--- src/rtl/mem_arbiter2.sv ---
// Two-master to one-slave memory arbiter.
// Master 0 is the instruction side and master 1 the data side. A grant is
// held until the slave completes, the master aborts, or the BUSY timeout
// forces an error response.
module mem_arbiter2 #(
  parameter int ADDR_W    = 32,
  parameter int DATA_W    = 32,
  parameter int PRIO_MODE = 0,
  parameter int TIMEOUT   = 255
) (
  input  logic                clk,
  input  logic                reset,
  input  logic                m0_valid,
  input  logic                m0_instr,
  input  logic [ADDR_W-1:0]   m0_addr,
  input  logic [DATA_W-1:0]   m0_wdata,
  input  logic [DATA_W/8-1:0] m0_wstrb,
  output logic                m0_ready,
  output logic [DATA_W-1:0]   m0_rdata,
  output logic                m0_err,
  input  logic                m1_valid,
  input  logic                m1_instr,
  input  logic [ADDR_W-1:0]   m1_addr,
  input  logic [DATA_W-1:0]   m1_wdata,
  input  logic [DATA_W/8-1:0] m1_wstrb,
  output logic                m1_ready,
  output logic [DATA_W-1:0]   m1_rdata,
  output logic                m1_err,
  output logic                s_valid,
  output logic                s_instr,
  output logic [ADDR_W-1:0]   s_addr,
  output logic [DATA_W-1:0]   s_wdata,
  output logic [DATA_W/8-1:0] s_wstrb,
  input  logic                s_ready,
  input  logic [DATA_W-1:0]   s_rdata
);

  localparam bit          TO_EN   = (TIMEOUT != 0);
  localparam logic [15:0] TO_LAST = 16'(TIMEOUT - 1);

  typedef enum logic [1:0] {
    IDLE  = 2'd0,
    BUSY0 = 2'd1,
    BUSY1 = 2'd2
  } state_t;

  state_t      r_state;
  logic        r_last_grant;
  logic [15:0] r_cnt;

  logic w_busy;
  logic w_sel0;
  logic w_sel1;
  logic w_gvalid;
  logic w_abort;
  logic w_done;
  logic w_timeout;
  logic w_resp;

  // Ownership and termination conditions of the current transaction.
  // An abort (granted valid dropped) takes precedence over any response.
  assign w_busy    = (r_state == BUSY0) || (r_state == BUSY1);
  assign w_sel0    = (r_state == BUSY0);
  assign w_sel1    = (r_state == BUSY1);
  assign w_gvalid  = w_sel1 ? m1_valid : (w_sel0 & m0_valid);
  assign w_abort   = w_busy & ~w_gvalid;
  assign w_done    = w_busy & w_gvalid & s_ready;
  assign w_timeout = TO_EN & w_busy & w_gvalid & ~s_ready & (r_cnt == TO_LAST);
  assign w_resp    = w_done | w_timeout;

  // Slave request is a combinational copy of the owning master; zero in IDLE.
  assign s_valid = w_busy & w_gvalid;
  assign s_instr = w_sel1 ? m1_instr : (w_sel0 & m0_instr);
  assign s_addr  = w_sel1 ? m1_addr  : (w_sel0 ? m0_addr  : '0);
  assign s_wdata = w_sel1 ? m1_wdata : (w_sel0 ? m0_wdata : '0);
  assign s_wstrb = w_sel1 ? m1_wstrb : (w_sel0 ? m0_wstrb : '0);

  // Responses go only to the owner; read data is forced to zero on timeout.
  assign m0_ready = w_sel0 & w_resp;
  assign m0_err   = w_sel0 & w_timeout;
  assign m0_rdata = (w_sel0 && !w_timeout) ? s_rdata : '0;
  assign m1_ready = w_sel1 & w_resp;
  assign m1_err   = w_sel1 & w_timeout;
  assign m1_rdata = (w_sel1 && !w_timeout) ? s_rdata : '0;

  // Arbitration FSM, grant history and BUSY cycle counter.
  always_ff @(posedge clk or posedge reset) begin
    if (reset) begin
      r_state      <= IDLE;
      r_last_grant <= 1'b1;
      r_cnt        <= '0;
    end else begin
      case (r_state)
        IDLE: begin
          r_cnt <= '0;
          if (m0_valid && m1_valid) begin
            if (PRIO_MODE == 1 || r_last_grant) begin
              r_state <= BUSY0;
            end else begin
              r_state <= BUSY1;
            end
          end else if (m0_valid) begin
            r_state <= BUSY0;
          end else if (m1_valid) begin
            r_state <= BUSY1;
          end
        end
        BUSY0, BUSY1: begin
          if (w_abort) begin
            r_state <= IDLE;
          end else if (w_resp) begin
            r_state      <= IDLE;
            r_last_grant <= w_sel1;
          end else begin
            r_cnt <= r_cnt + 16'd1;
          end
        end
        default: begin
          r_state <= IDLE;
        end
      endcase
    end
  end

endmodule

--- config.mk ---
export PLATFORM = sky130hd
export DESIGN_NAME = mem_arbiter2
export DESIGN_NICKNAME = d
export VERILOG_FILES = /design/src/rtl/mem_arbiter2.sv
export SDC_FILE = /design/constraint.sdc
export NUM_CORES = 1
export LEC_CHECK = 0
export BUFFER_PORTS_ARGS = -buffer_cell sky130_fd_sc_hd__buf_2
export CAP_MARGIN = 10
export CORE_AREA = 2 2 123 125
export CTS_CLUSTER_DIAMETER = 150
export DETAILED_ROUTE_END_ITERATION = 10
export DIE_AREA = 0 0 125 127
export SLEW_MARGIN = 40
export SYNTH_ARGS = -nofsm -noshare
export SYNTH_HDL_FRONTEND = slang
export SYNTH_SLANG_ARGS = --single-unit
--- constraint.sdc ---
create_clock -name clk -period 2.5 [get_ports clk]
set_clock_uncertainty 0.15 [all_clocks]
set_input_delay 0.125 -clock clk [delete_from_list [all_inputs] [get_ports clk]]
set_output_delay 0.125 -clock clk [all_outputs]
set_load 0.01 [all_outputs]
### Word level (Yosys, flattened, before mapping)

Cells that the tools add are included.
Widths: inputs -> output; s select.

| storage, ports and cells | value |
|---|---|
| logic and storage cells | 57 |
| flip-flop bits (word level) | 19 |
| output and inout port bits | 138 |
| bits of input ports | 175 |

| operators by class | value |
|---|---|
| equality and inequality tests | 7 |
| mux-type cells | 20 |
| reduce and logical (&&, ||, !) cells | 11 |
| bitwise gates (word level) | 15 |
| $add $sub $neg | 1 |

Operator list:

| operator | number |
|---|---|
| $mux 32 | 6 |
| $mux 16 | 2 |
| $pmux 16 s2 | 1 |
| $add 16x1->16 const B | 1 |
| $eq 16x8->1 const B | 1 |
| $mux 2 | 6 |
| $and 1x1->1 | 11 |
| $mux 4 | 2 |
| $reduce_and 3->1 | 2 |
| $ne 2x2->1 const B | 2 |
| $ne 4x4->1 const B | 1 |
| $pmux 2 s2 | 1 |
| $logic_and 1x1->1 | 3 |
| $ne 3x3->1 const B | 1 |
| $not 1->1 | 3 |
| $eq 2x1->1 const B | 1 |
| $eq 2x2->1 const B | 1 |
| $logic_not 2->1 | 1 |
| $mux 1 | 2 |
| $reduce_and 2->1 | 1 |
| $reduce_bool 2->1 | 1 |
| $reduce_or 2->1 | 1 |
| $logic_not 1->1 | 1 |
| $logic_or 1x1->1 | 1 |
| $or 1x1->1 | 1 |

### Longest topological paths before layout

Gate-level depths: netlist of the first run.

| logic depth | value |
|---|---|
| depth in word-level cells | 10 |
| depth in mapped cells | 8 |

### Least setup slack after synthesis of the first run

Ideal clock, no wire load.

| timing path | value |
|---|---|
| path type | flip-flop to flip-flop |
| start | register r_state[1] |
| end | register r_cnt[11] |
| slack | 0.443 ns |
| data arrival time | 1.783 ns |
| stages on the path, launching flop included | 8 |
| required time | 2.226 ns |
| buffers on the path | 1 |
| cells stage by stage | dfrtp_1 inv_1 ha_1 buf_4 nand4b_1 a21oi_1 a21oi_1 a211o_1 |

| between the ends | value |
|---|---|
| longest elaborated chain between the ends | 9 |
| elaborated cells on any way between the ends | 19 |

RTL lines:

| element | RTL line | source |
|---|---|---|
| start, declared | 47 | `state_t r_state;` |
| start signal, assigned | 89 | `r_state <= IDLE;` |
| start signal, assigned | 98 | `r_state <= BUSY0;` |
| start signal, assigned | 100 | `r_state <= BUSY1;` |
| $eq 2x1->1 | 62, 63, 93 |  |
| $and 1x1->1 | 65 | `assign w_gvalid = w_sel1 ? m1_valid : (w_sel0 & m0_valid);` |
| $mux 1 | 65 |  |
| $and 1x1->1 | 67, 68 |  |
| $and 1x1->1 (2 in series) | 68 | `assign w_timeout = TO_EN & w_busy & w_gvalid & ~s_ready & (r_cnt == TO_LAST);` |
| $or 1x1->1 | 69 | `assign w_resp = w_done \| w_timeout;` |
| $ne 2x2->1 (no line) | - |  |
| $reduce_and 3->1 (no line) | - |  |
| end signal, assigned | 115 | `r_cnt <= r_cnt + 16'd1;` |
| end, declared | 49 | `logic [15:0] r_cnt;` |

Several ways; a longest one is shown, not always the timed one.
A chain may end at the register's enable or synchronous reset.

### Worst setup path after layout of the first run

| timing path | value |
|---|---|
| start | register r_state[1] |
| end | output s_wstrb[0] |

| between the ends | value |
|---|---|
| longest elaborated chain between the ends | 3 |
| elaborated cells on any way between the ends | 4 |

RTL lines:

| element | RTL line | source |
|---|---|---|
| $eq 2x1->1 | 63 | `assign w_sel0 = (r_state == BUSY0);` |
| $mux 4 | 76 | `assign s_wstrb = w_sel1 ? m1_wstrb : (w_sel0 ? m0_wstrb : '0);` |
| $mux 4 * | 76 |  |
| end, declared | 33 | `output logic [DATA_W/8-1:0] s_wstrb,` |

Every way passes the cells marked *; elsewhere a longest branch is shown, timed or not.

==> impl_metrics.toml, run 1 <==
[power_and_ir_drop]
power.density_nw_per_um2 = 905.3
vdd_drop_max_mv = 0.3663
leakagePower_nw = 2.599

[floorplan]
core_um2 = 14420
rows = 44
num_io_pins = 313
initial_core_util_pct = 17.02
die_x_um = 125
die_area_um2 = 15880
dieHeight_um = 127

[layout]
layout_common_cells = "buf_2, a22o_1, and2_1"
final_common_cell = "buf_2"
nets = 791
drive_gt1_share_pct = 57.38
area_growth_pct = 82.77
post-route-util_pct = 31.11

[logic_synthesis]
ys_async_sr_fraction_pct = 100.0
netlist_instances = 302
yosys_warnings = 0
synth-edff-count = 0
ys_top_cells_by_area = "a22o_1, dfrtp_1, and2_1, ha_1, clkbuf_1"
yosysTopAreaCell = "a22o_1"
ys_types = 51
synth_ff_type = "dfrtp_1"
synth_top_area_share_pct = 24.62
avgSynthCellArea_um2 = 8.129
yosysSeqAreaShare_pct = 19.42
ys_seq_elements = 19
netlist_area_um2 = 2455
synth_nets = 482

[worst_hold_path]
hp-class = "in -> reg"

[cts]
cts_tree = "yes"
path_clk_slew_ns = 0.06
ctsRootBufferMaster = "clkbuf_16"
cts_max_level = 1
cts_buffers = 3
cts_sinks = 19
clockBufferDepth = 2
worst_skew_pair.late_latency_ns = 0.25

[drt]
wl_met3_mm = 2.845
viasPerCell = 4.718
drt-pass1-iter-count = 4
wl_met1_mm = 6.250
met2_length_mm = 7.180
routed.top_layer = "met5"
ant_nets = 0
wirelength_mm = 16.41
vias = 3784
first_iter_violations = 178
route.detailed.drc = 0
wire_per_inst_um = 20.47

[sta]
relSlewSlack_pct = 67.11
finalWorstSetupSlack_ns = 0.1175
hold_viol_final = 0
tightest_slew_ns = 0.4882
fmax_ghz = 0.4197
drv_slew = 0
hold_ws_ns = 0.05715
period_needed_ns = 2.382
setup_viol = 0
finalCritPeriodShare_pct = 95.30

[setup_path]
path_max_fanout = 69
critPathRequiredTime_ns = 2.23
start_kind = "register"
worstSetupPathType = "reg -> out"
end_kind = "primary output"
cp.arrival_ns = 2.11

[placed_design]
dp_slack_ns = 0.2694
gp_congestion = 0.8202
portBuffers = 312
hpwl_mm = 13.73

[global_route]
track_usage_pct = 18.36
grt_pass1_wl_mm = 21.71
grt_pass1_vias = 3345
antenna_found_initial = 14
grt-ovfl-total = 0
grt_max_degree = 70

[outcome]
status = "completed"

[flow_run]
cap_violations = 0
[kinds of logic after synthesis]
logic type	count (synthesis)	share of synthesized area (%)
multiplexers	5	2.090
AND/OR/NAND/NOR	134	33.59
adder cells (fa/ha/maj)	5	2.548
buffers and inverters	33	5.861
AO/OA/AOI/OAI	106	36.49
flip-flops	19	19.42
[registers in the layout, indices dropped and copies added (netlist names)]
| name | count |
|---|---|
| r_cnt | 16 |
| r_last_grant | 1 |
| r_state | 2 |
[final timing paths]
path	from	end	slack, ns	cells after the start
max	r_state[1]$_DFFE_PP0P_	s_wstrb[0]	0.12	7
min	m1_valid	r_state[1]$_DFFE_PP0P_	0.06	3
max reg2reg	r_state[1]$_DFFE_PP0P_	r_cnt[6]$_DFFE_PP0P_	0.26	7
min reg2reg	r_cnt[3]$_DFFE_PP0P_	r_cnt[3]$_DFFE_PP0P_	0.39	1
max in group asynchronous	reset	r_last_grant$_DFFE_PP1P_	1.61	3
min in group asynchronous	reset	r_cnt[6]$_DFFE_PP0P_	0.27	3
[cell type report]
cell class / instances / area (µm²)
antenna: 8 / 20.02
clock buffer: 3 / 75.07
clock inverter: 1 / 5.005
fill: 1557 / 9937
inverter: 8 / 30.03
multi-input combinational: 252 / 1923
sequential: 19 / 476.7
tap: 184 / 230.2
timing repair buffer: 327 / 1727
[worst max-delay path, stage by stage, from the launching register on]
cell and delay [ns]:
dfrtp_1 0.40, inv_1 0.10, ha_1 0.18, buf_4 0.16
nor2b_4 0.17, buf_12 0.25, a22o_1 0.36, buf_2 0.21
[stage by stage]
stage                 TNS, ns  power [W]  instances  area, µm²
floorplan                   0   0.002122        302       2455
finish                      0   0.004062        802       4487
global placement            0   0.003552        785       4258
CTS                         0   0.003943        790       4365
detailed placement          0   0.003572        785       4273
global route        -0.002609   0.004352        795       4469
[cells in the mapped netlist, types with 2 or more instances]
library cell and n:
or4_1 3, a21oi_1 8, and4b_1 3, a22o_1 69, nor2b_1 3, o211ai_1 4
clkbuf_1 16, and2_1 66, inv_1 8, a21boi_2 2, o31ai_1 2, a211o_1 4
dfrtp_1 18, nand3_1 10, mux2i_1 4, nand4_1 2, or3_1 4, nor2_1 2
nand2b_1 2, and3_1 9, and4_2 2, o21ai_0 4, clkbuf_2 6, o311a_1 2
ha_1 5, nor4_1 4, nand2_1 16
[timing repair]
item	in CTS	in global routing
gates cloned	0	2
endpoints found under the hold margin	18	0
buffers inserted	0	2
resized for setup	1	6
endpoints found under the setup margin	7	65
pin swaps	0	2
hold buffers	1	0
[layer usage]
layer / track usage, % / vias up
li1: - / 1782
met1: 22.52 / 1742
met2: 26.73 / 246
met3: 13.27 / 10
met4: 2.418 / 4
met5: 0 / -
[report_power, final]
group / internal [W] / switching [W]
registers: 0.000341 / 0.0000210
logic: 0.00142 / 0.00194
clock network: 0.000215 / 0.000124
No activity file was read; power rests on OpenSTA's default activity.
==> run 2, diff against run 1 <==
--- a/config.mk
+++ b/config.mk
@@ -11,6 +11,8 @@
 export CTS_CLUSTER_DIAMETER = 150
 export DETAILED_ROUTE_END_ITERATION = 10
 export DIE_AREA = 0 0 125 127
+export RECOVER_POWER = 25
+export SKIP_CTS_REPAIR_TIMING = 1
 export SLEW_MARGIN = 40
 export SYNTH_ARGS = -nofsm -noshare
 export SYNTH_HDL_FRONTEND = slang
==> run 2 against run 1 <==
First-iteration DRC count shrank 12%. Clock-buffer cell count unchanged. Worst hold slack worse by 0.0081 ns. Combinational power barely moved. Highest routed layer unchanged. Total power fell by 0.36%. Core utilization down 0.18 points. Setup slack improved by 0.0086 ns. Critical path type unchanged. Sequential power barely moved. Largest cell class unchanged. Design area shrank 0.59%. Cell count shrank 0.12%. Non-clock buffer count is the same.
==> impl_metrics.toml, run 2 (synthesis gave the netlist of run 1 again) <==
[drt]
first_iter_violations = 157
wire_per_inst_um = 20.50
route.detailed.drc = 0
vias = 3784
viasPerCell = 4.724
drt-pass1-iter-count = 4
ant_nets = 0
wirelength_mm = 16.42

[sta]
relSlewSlack_pct = 48.51
period_needed_ns = 2.374
hold_viol_final = 0
finalCritPeriodShare_pct = 94.95
tightest_slew_ns = 0.7715
drv_slew = 0
fmax_ghz = 0.4213
finalSetupTns_ns = 0
setup_viol = 0

[layout]
drive_gt1_share_pct = 55.57
area_growth_pct = 81.70
final_common_cell = "buf_2"
largest-register = "r_cnt"
layout_common_cells = "buf_2, a22o_1, and2_1"
largest_reg_flops = 16
nets = 791
largest_registers = "r_cnt: 16 flops, r_state: 2 flops, r_last_grant: 1 flops"
final_area_um2 = 4461

[global_route]
grt-ovfl-total = 0
grt_pass1_wl_mm = 21.71
grt_pass1_vias = 3345
track_usage_pct = 18.36
antenna_found_initial = 14
grt_max_degree = 70

[cts]
cts_sinks = 19
path_clk_slew_ns = 0.06
cts_tree = "yes"
ctsRootBufferMaster = "clkbuf_16"
clockBufferDepth = 2
cts_max_level = 1
worst_skew_pair.late_latency_ns = 0.26
cts_buffers = 3

[placed_design]
hpwl_mm = 13.73
gp_congestion = 0.8202
portBuffers = 312
placed_cell_area_um2 = 4273

[setup_path]
end_kind = "primary output"
start_kind = "register"
critPathRequiredTime_ns = 2.23
worstSetupPathType = "reg -> out"
path_max_fanout = 69
cp.arrival_ns = 2.10

[floorplan]
core_um2 = 14420
die_x_um = 125
dieHeight_um = 127
num_io_pins = 313
die_area_um2 = 15880
initial_core_util_pct = 17.02
rows = 44

[power_and_ir_drop]
power.density_nw_per_um2 = 907.4
vdd_drop_max_mv = 0.3677
leakagePower_nw = 2.569

[worst_hold_path]
hp-class = "in -> reg"

[flow_run]
cap_violations = 0

[outcome]
status = "completed"
run 2: path summary, 6_finish.rpt:
check / start / endpoint / slack [ns] / depth (start not counted)
hold reg to reg: r_cnt[3]$_DFFE_PP0P_ / r_cnt[3]$_DFFE_PP0P_ / 0.38 / 1
max in group asynchronous: reset / r_cnt[0]$_DFFE_PP0P_ / 1.32 / 3
setup / recovery: r_state[1]$_DFFE_PP0P_ / s_wstrb[0] / 0.13 / 7
min in group asynchronous: reset / r_cnt[6]$_DFFE_PP0P_ / 0.40 / 3
setup reg to reg: r_state[1]$_DFFE_PP0P_ / r_cnt[7]$_DFFE_PP0P_ / 0.25 / 7
hold / removal: m1_valid / r_state[1]$_DFFE_PP0P_ / 0.05 / 3
run 2: metal layers:
metal,GRT usage (%),part of all wire [%]
met5,0,0.13
met4,2.418,0.60
met3,13.27,18
met2,26.73,44
met1,22.52,38
run 2: layout make-up:
cell class	count	area, µm²
Antenna cell	7	17.52
Clock buffer	3	75.07
Clock inverter	1	5.005
Fill cell	1565	9963
Inverter	8	30.03
Multi-Input combinational cell	252	1914
Sequential cell	19	476.7
Tap cell	184	230.2
Timing Repair Buffer	327	1712
run 2: critical path, stage by stage (launching register included):
cell and delay, ns:
dfrtp_1 0.40, inv_1 0.10, ha_1 0.18, buf_4 0.16, nor2b_4 0.17, buf_12 0.26
a22o_1 0.35, buf_2 0.20
run 2: where the power goes:
part	total (W)	internal (W)	switching [W]
clock	0.000343	0.000215	0.000128
sequential	0.000362	0.000341	0.0000213
combinational	0.00334	0.00140	0.00194
run 2: stage by stage:
step                cells  hold slack, ns  utilization, %  worst slack, ns  total power, W
floorplan             302        -0.07461               -           0.4429        0.002122
global placement      785          0.1531           29.52          0.07855        0.003552
detailed placement    785          0.1553           29.62           0.2694        0.003572
CTS                   789         -0.1179           30.18         -0.01435        0.003939
global route          795         0.07522           30.82        -0.002609        0.004331
finish                801         0.04907           30.92           0.1262        0.004048
